File: config.mk
export PLATFORM = sky130hd
export DESIGN_NAME = inst_fetch_buf
export DESIGN_NICKNAME = d
export VERILOG_FILES = /design/src/rtl/inst_fetch_buf_pkg.sv /design/src/rtl/fetch_line_buf.sv /design/src/rtl/inst_fetch_buf.sv
export SDC_FILE = /design/constraint.sdc
export NUM_CORES = 1
export LEC_CHECK = 0
export BUFFER_PORTS_ARGS = -buffer_cell sky130_fd_sc_hd__buf_2
export CAP_MARGIN = 15
export CORE_MARGIN = 2
export CORE_UTILIZATION = 40
export DETAILED_ROUTE_END_ITERATION = 8
export GPL_TIMING_DRIVEN = 0
export HOLD_SLACK_MARGIN = 0.06
export PLACE_DENSITY = 0.57
export SLEW_MARGIN = 40
export SYNTH_ARGS = -nofsm -noshare
export SYNTH_HDL_FRONTEND = slang
export SYNTH_SLANG_ARGS = --single-unit
File: constraint.sdc
create_clock -name clk -period 2.2 [get_ports clk]
set_input_delay 0.11 -clock clk [delete_from_list [all_inputs] [get_ports clk]]
set_output_delay 0.11 -clock clk [all_outputs]
set_load 0.01 [all_outputs]
File: src/rtl/inst_fetch_buf_pkg.sv
// rtl/inst_fetch_buf_pkg.sv - shared constants and types for the instruction fetch buffer
package inst_fetch_buf_pkg;

    localparam int INST_ADDR_W = 32;
    localparam int INST_W      = 32;

    typedef logic [INST_ADDR_W-1:0] inst_addr_t;
    typedef logic [INST_W-1:0]      inst_t;

    localparam inst_t ZERO_WORD    = '0;
    localparam logic  CHIP_ENABLE  = 1'b1;
    localparam logic  CHIP_DISABLE = 1'b0;
    localparam logic  STOP         = 1'b1;
    localparam logic  NO_STOP      = 1'b0;

    typedef enum logic [0:0] {
        FETCH_IDLE = 1'b0,
        FETCH_FILL = 1'b1
    } fetch_state_e;

endpackage

File: src/rtl/fetch_line_buf.sv
// rtl/fetch_line_buf.sv - line storage with one synchronous write port and one asynchronous read port
module fetch_line_buf
    import inst_fetch_buf_pkg::*;
#(
    parameter int LINE_WORDS = 4,
    localparam int W = $clog2(LINE_WORDS)
) (
    input  logic         clk,
    input  logic         we,
    input  logic [W-1:0] waddr,
    input  inst_t        wdata,
    input  logic [W-1:0] raddr,
    output inst_t        rdata
);

    inst_t mem_q [LINE_WORDS];
    inst_t mem_d [LINE_WORDS];

    // Next contents: copy of the line with the addressed word replaced on a write
    always_comb begin
        mem_d = mem_q;
        if (we) begin
            mem_d[waddr] = wdata;
        end
    end

    // Storage register; contents are meaningless until a fill completes, so no reset
    always_ff @(posedge clk) begin
        mem_q <= mem_d;
    end

    assign rdata = mem_q[raddr];

endmodule

File: src/rtl/inst_fetch_buf.sv
// rtl/inst_fetch_buf.sv - single-line instruction fetch buffer with req/ack line refill
module inst_fetch_buf
    import inst_fetch_buf_pkg::*;
#(
    parameter int LINE_WORDS = 4
) (
    input  logic       clk,
    input  logic       rst,
    input  logic       ce_i,
    input  inst_addr_t addr_i,
    output inst_t      inst_o,
    output logic       stall_req_o,
    input  logic       inv_i,
    output logic       mem_req_o,
    output inst_addr_t mem_addr_o,
    input  logic       mem_ack_i,
    input  inst_t      mem_rdata_i
);

    localparam int W     = $clog2(LINE_WORDS);
    localparam int TAG_W = INST_ADDR_W - W - 2;
    localparam logic [W-1:0] CNT_LAST = W'(LINE_WORDS - 1);

    fetch_state_e     state_q, state_d;
    logic             valid_q, valid_d;
    logic             inv_seen_q, inv_seen_d;
    logic [TAG_W-1:0] tag_q, tag_d;
    logic [TAG_W-1:0] fill_tag_q, fill_tag_d;
    logic [W-1:0]     cnt_q, cnt_d;

    logic [TAG_W-1:0] addr_tag;
    logic [W-1:0]     addr_word;
    logic             hit;
    logic             miss;
    logic             line_we;
    inst_t            line_rdata;

    // Byte-offset bits of the fetch address carry no information for word fetches
    logic unused_addr_bits;
    assign unused_addr_bits = ^addr_i[1:0];

    assign addr_tag  = addr_i[INST_ADDR_W-1:W+2];
    assign addr_word = addr_i[W+1:2];

    fetch_line_buf #(
        .LINE_WORDS(LINE_WORDS)
    ) u_line (
        .clk  (clk),
        .we   (line_we),
        .waddr(cnt_q),
        .wdata(mem_rdata_i),
        .raddr(addr_word),
        .rdata(line_rdata)
    );

    // Hit/miss detection and the combinational core and memory-side outputs
    always_comb begin
        hit         = (ce_i == CHIP_ENABLE) && valid_q && (addr_tag == tag_q) && (state_q == FETCH_IDLE);
        miss        = (ce_i == CHIP_ENABLE) && !hit && (state_q == FETCH_IDLE);
        inst_o      = hit ? line_rdata : ZERO_WORD;
        stall_req_o = (miss || (state_q == FETCH_FILL)) ? STOP : NO_STOP;
        mem_req_o   = (state_q == FETCH_FILL);
        mem_addr_o  = (state_q == FETCH_FILL) ? {fill_tag_q, cnt_q, 2'b00} : '0;
    end

    // Next-state logic: start a fill on a miss, step through the line on each accepted ack
    always_comb begin
        state_d    = state_q;
        valid_d    = valid_q;
        inv_seen_d = inv_seen_q;
        tag_d      = tag_q;
        fill_tag_d = fill_tag_q;
        cnt_d      = cnt_q;
        line_we    = 1'b0;
        case (state_q)
            FETCH_IDLE: begin
                if (inv_i) begin
                    valid_d = 1'b0;
                end
                if (miss) begin
                    fill_tag_d = addr_tag;
                    valid_d    = 1'b0;
                    inv_seen_d = 1'b0;
                    cnt_d      = '0;
                    state_d    = FETCH_FILL;
                end
            end
            FETCH_FILL: begin
                // An invalidate mid-fill must not be lost: the new line would be stale
                if (inv_i) begin
                    inv_seen_d = 1'b1;
                end
                if (mem_ack_i) begin
                    line_we = 1'b1;
                    cnt_d   = cnt_q + W'(1);
                    if (cnt_q == CNT_LAST) begin
                        tag_d   = fill_tag_q;
                        valid_d = !(inv_seen_q || inv_i);
                        state_d = FETCH_IDLE;
                    end
                end
            end
            default: begin
                state_d = FETCH_IDLE;
            end
        endcase
    end

    // Control state registers; reset may land mid-burst and abandons it
    always_ff @(posedge clk or posedge rst) begin
        if (rst) begin
            state_q    <= FETCH_IDLE;
            valid_q    <= 1'b0;
            inv_seen_q <= 1'b0;
            tag_q      <= '0;
            fill_tag_q <= '0;
            cnt_q      <= '0;
        end else begin
            state_q    <= state_d;
            valid_q    <= valid_d;
            inv_seen_q <= inv_seen_d;
            tag_q      <= tag_d;
            fill_tag_q <= fill_tag_d;
            cnt_q      <= cnt_d;
        end
    end

endmodule

==> reports/metrics.cfg <==
[timing]
finalSetupViolCount=59
tightest_slew_ps=677
finalCriticalPeriod_ps=2330
period_share_pct=106
fin_ws_ps=-128
rsz0062_at_grt=yes
finalClockSkew_ps=14.5
hold_viol_final=0
slew_viol_final=0
clock.fmax_mhz=430
slew_headroom_pct=54.8

[global_routing]
grt_use_total_pct=17.1
grt.overflow.total=0
grt_max_degree=42
first_global_vias=5039
grt_pass1_wl_mm=26.6
antenna_found_initial=0

[pwr]
seqPwrFrac_pct=46.7
swShare_pct=29.9
combPwrFrac_pct=26.2
clock_power_share_pct=27.0
p_per_area_nw_per_um2=1070
ir_worst_vdd_v=0.000573
intPower_w=0.00799
finalPower_w=0.0114
power_leakage_nw=4.23
switchingPower_w=0.00341

[synthesis]
ys_ff_latch=189
syn-cell-area_sq_um=7900
ys_warn_count=0
synthDistinctLibCells=33
synthCells=434
synth_top_area_share_pct=48.7
synth_area_leader_cell=edfxtp_1
synthTopCellsByArea=edfxtp_1 (49%), dfrtp_1 (19%), mux4_2 (9.1%), mux2_4 (5.1%), mux2_2 (4.1%)
seq_area_frac_synth_pct=68.0
syn_avg_cell_area_sq_um=18.2

[critical_path]
cpMostUsedCell=buf_6
required_ps=2090
worstSetupPathType=reg -> out
r2r_setup_slack_ps=-50
crit_slowest_cell=dfrtp_1
crit_arrival_ps=2220
critPathCaptureType=output port
cpPeakStageDelay_ps=410
crit_fanout=5
worstSetupStartpointType=flop
crit_chain=xor2_2, nor4_2, buf_4, and4bb_4, buf_6, clkbuf_16, and3_4, buf_6

[cts]
clock_sinks=189
clock_latency_ps=430
clk_path_buf_depth=2
htreeDepth=4
clk_pin_slew_ps=80
cts-buffers-inserted=17
cts_tree=yes
root_buffer=clkbuf_16

[final_layout]
n_antenna_cell=0
nNetsFinal=733
final_cell_mix=edfxtp_1 (128), buf_2 (112), dlygate4sd3_1 (64)
final_area_sq_um=10600
syn2layout_area_growth_pct=34.7
final_common_cell=edfxtp_1
drive_gt1_share_pct=47.0

[floorplanning]
ios=135
rows=51
core_sq_um=19400
die_x_um=145
die_area_sq_um=20900
start_util_pct=40.7
die_y_um=145

[routing]
vias=4539
postRouteAntennaNets=0
wl_mm=17.3
drc=0
drt-pass1-iter-count=4
viasPerCell=4.84
wl_per_cell_um=18.4
initialDrtViolationCount=187

[placed_design]
hpwl_mm=10.9
portBuffers=129
gp_congestion=0.719
placed_area_sq_um=8920

[status]
run_status=finished, violations left
violations=negative setup slack

[job]
maxCapViolations=0

[min_path]
hold_class=in -> async

final timing paths:
kind,startpoint,endpoint,cells past startpoint
worst max-delay path,tag_q[21],inst_o[1],8
worst min-delay path,rst,fill_tag_q[21],3
worst max register to register,tag_q[1],fill_tag_q[10],10
worst min register to register,inv_seen_q,inv_seen_q,1
max in group asynchronous,rst,fill_tag_q[5],4
min in group clk,mem_rdata_i[19],u_line.mem_q[115],2
power groups by stage:
stage                     sequential, W  clock [W]  combinational [W]
after global placement          0.00535          0            0.00286
after detailed placement        0.00540          0            0.00293
after global routing            0.00545    0.00330            0.00328
final                           0.00533    0.00308            0.00299
after CTS                       0.00533    0.00315            0.00305
after floorplan                 0.00525          0            0.00203
sequential cells by signal, summed over array words and instances, names as in the netlist:
| register | flops |
|---|---|
| mem_req_o | 1 |
| valid_q | 1 |
| inv_seen_q | 1 |
| fill_tag_q | 28 |
| u_line.mem_q | 128 |
| tag_q | 28 |
| cnt_q | 2 |
critical path: cells and delay by family (launching register included):
kind,cells,cell delay (ps)
AND/OR/NAND/NOR,3,670
buffers and inverters,4,550
flip-flops,1,410
XOR/XNOR,1,150
metal layers:
layer  global-route usage, %  wire, um  vias to the layer above
li1                        -         -                     2108
met1                    20.4      7440                     2311
met2                    30.6      8840                      109
met3                    4.54       863                       11
met4                    4.75       141                        0
met5                       0         0                        -
logic make-up (layout without fill, tap and decap cells):
family          count (synthesis)  after routing  share of synthesized area (%)
compound gates                  9              9                          0.887
xor+xnor                       28             28                           3.10
fa+ha+maj                       4              4                          0.634
buf+inv                        29            267                           1.85
flops                         189            189                           68.0
mux                            88             88                           18.4
other cells                     1              2                         0.0475
simple gates                   86             86                           7.10
through the flow:
stage	hold slack [ps]	TNS (ps)	std cells	setup slack (ps)	utilization [%]
2_1_floorplan	209	0	435	157	-
3_3_place_gp	321	-58800	829	-528	45.8
3_5_place_dp	137	-1230	830	-129	46.0
4_1_cts	212	-5290	930	-203	52.8
5_1_grt	242	-11750	938	-265	54.9
6_report	220	-3660	938	-128	54.9
layout make-up:
type	count	area, sq um
flip-flops and latches	189	5370
fillers	1652	8760
repair buffers	206	1590
inverters	5	21.3
clock inverters	15	174
well taps	265	332
plain buffers	24	199
multi-input cells	217	2530
clock buffers	17	425
what timing repair did:
action	4_1_cts	5_1_grt
hold buffers	64	0
gates cloned	0	3
pin swaps	3	7
buffers inserted	4	5
endpoints found under the setup margin	40	41
resized for setup	17	65
endpoints found under the hold margin	222	0
synth_stat cells:
| master | instances |
|---|---|
| mux2_2 | 29 |
| conb_1 | 1 |
| nand2_1 | 5 |
| mux2_4 | 27 |
| buf_2 | 6 |
| nor2_1 | 2 |
| nand3_1 | 3 |
| inv_2 | 1 |
| nor4_2 | 4 |
| xor2_1 | 19 |
| buf_4 | 2 |
| and4_4 | 1 |
| clkbuf_1 | 13 |
| nor3_1 | 1 |
| and3_1 | 36 |
| dfrtp_1 | 61 |
| o31a_1 | 1 |
| a21boi_2 | 1 |
| mux4_2 | 32 |
| xnor2_1 | 9 |
| nand4_1 | 3 |
| and2_1 | 28 |
| o21ai_1 | 4 |
| nand4bb_1 | 1 |
| a22o_1 | 1 |
| buf_6 | 3 |
| inv_1 | 4 |
| and4bb_4 | 1 |
| a21oi_1 | 1 |
| nor2b_1 | 1 |
| ha_1 | 4 |
| edfxtp_1 | 128 |
| o32ai_2 | 1 |
(Power assumes the default switching activity.)
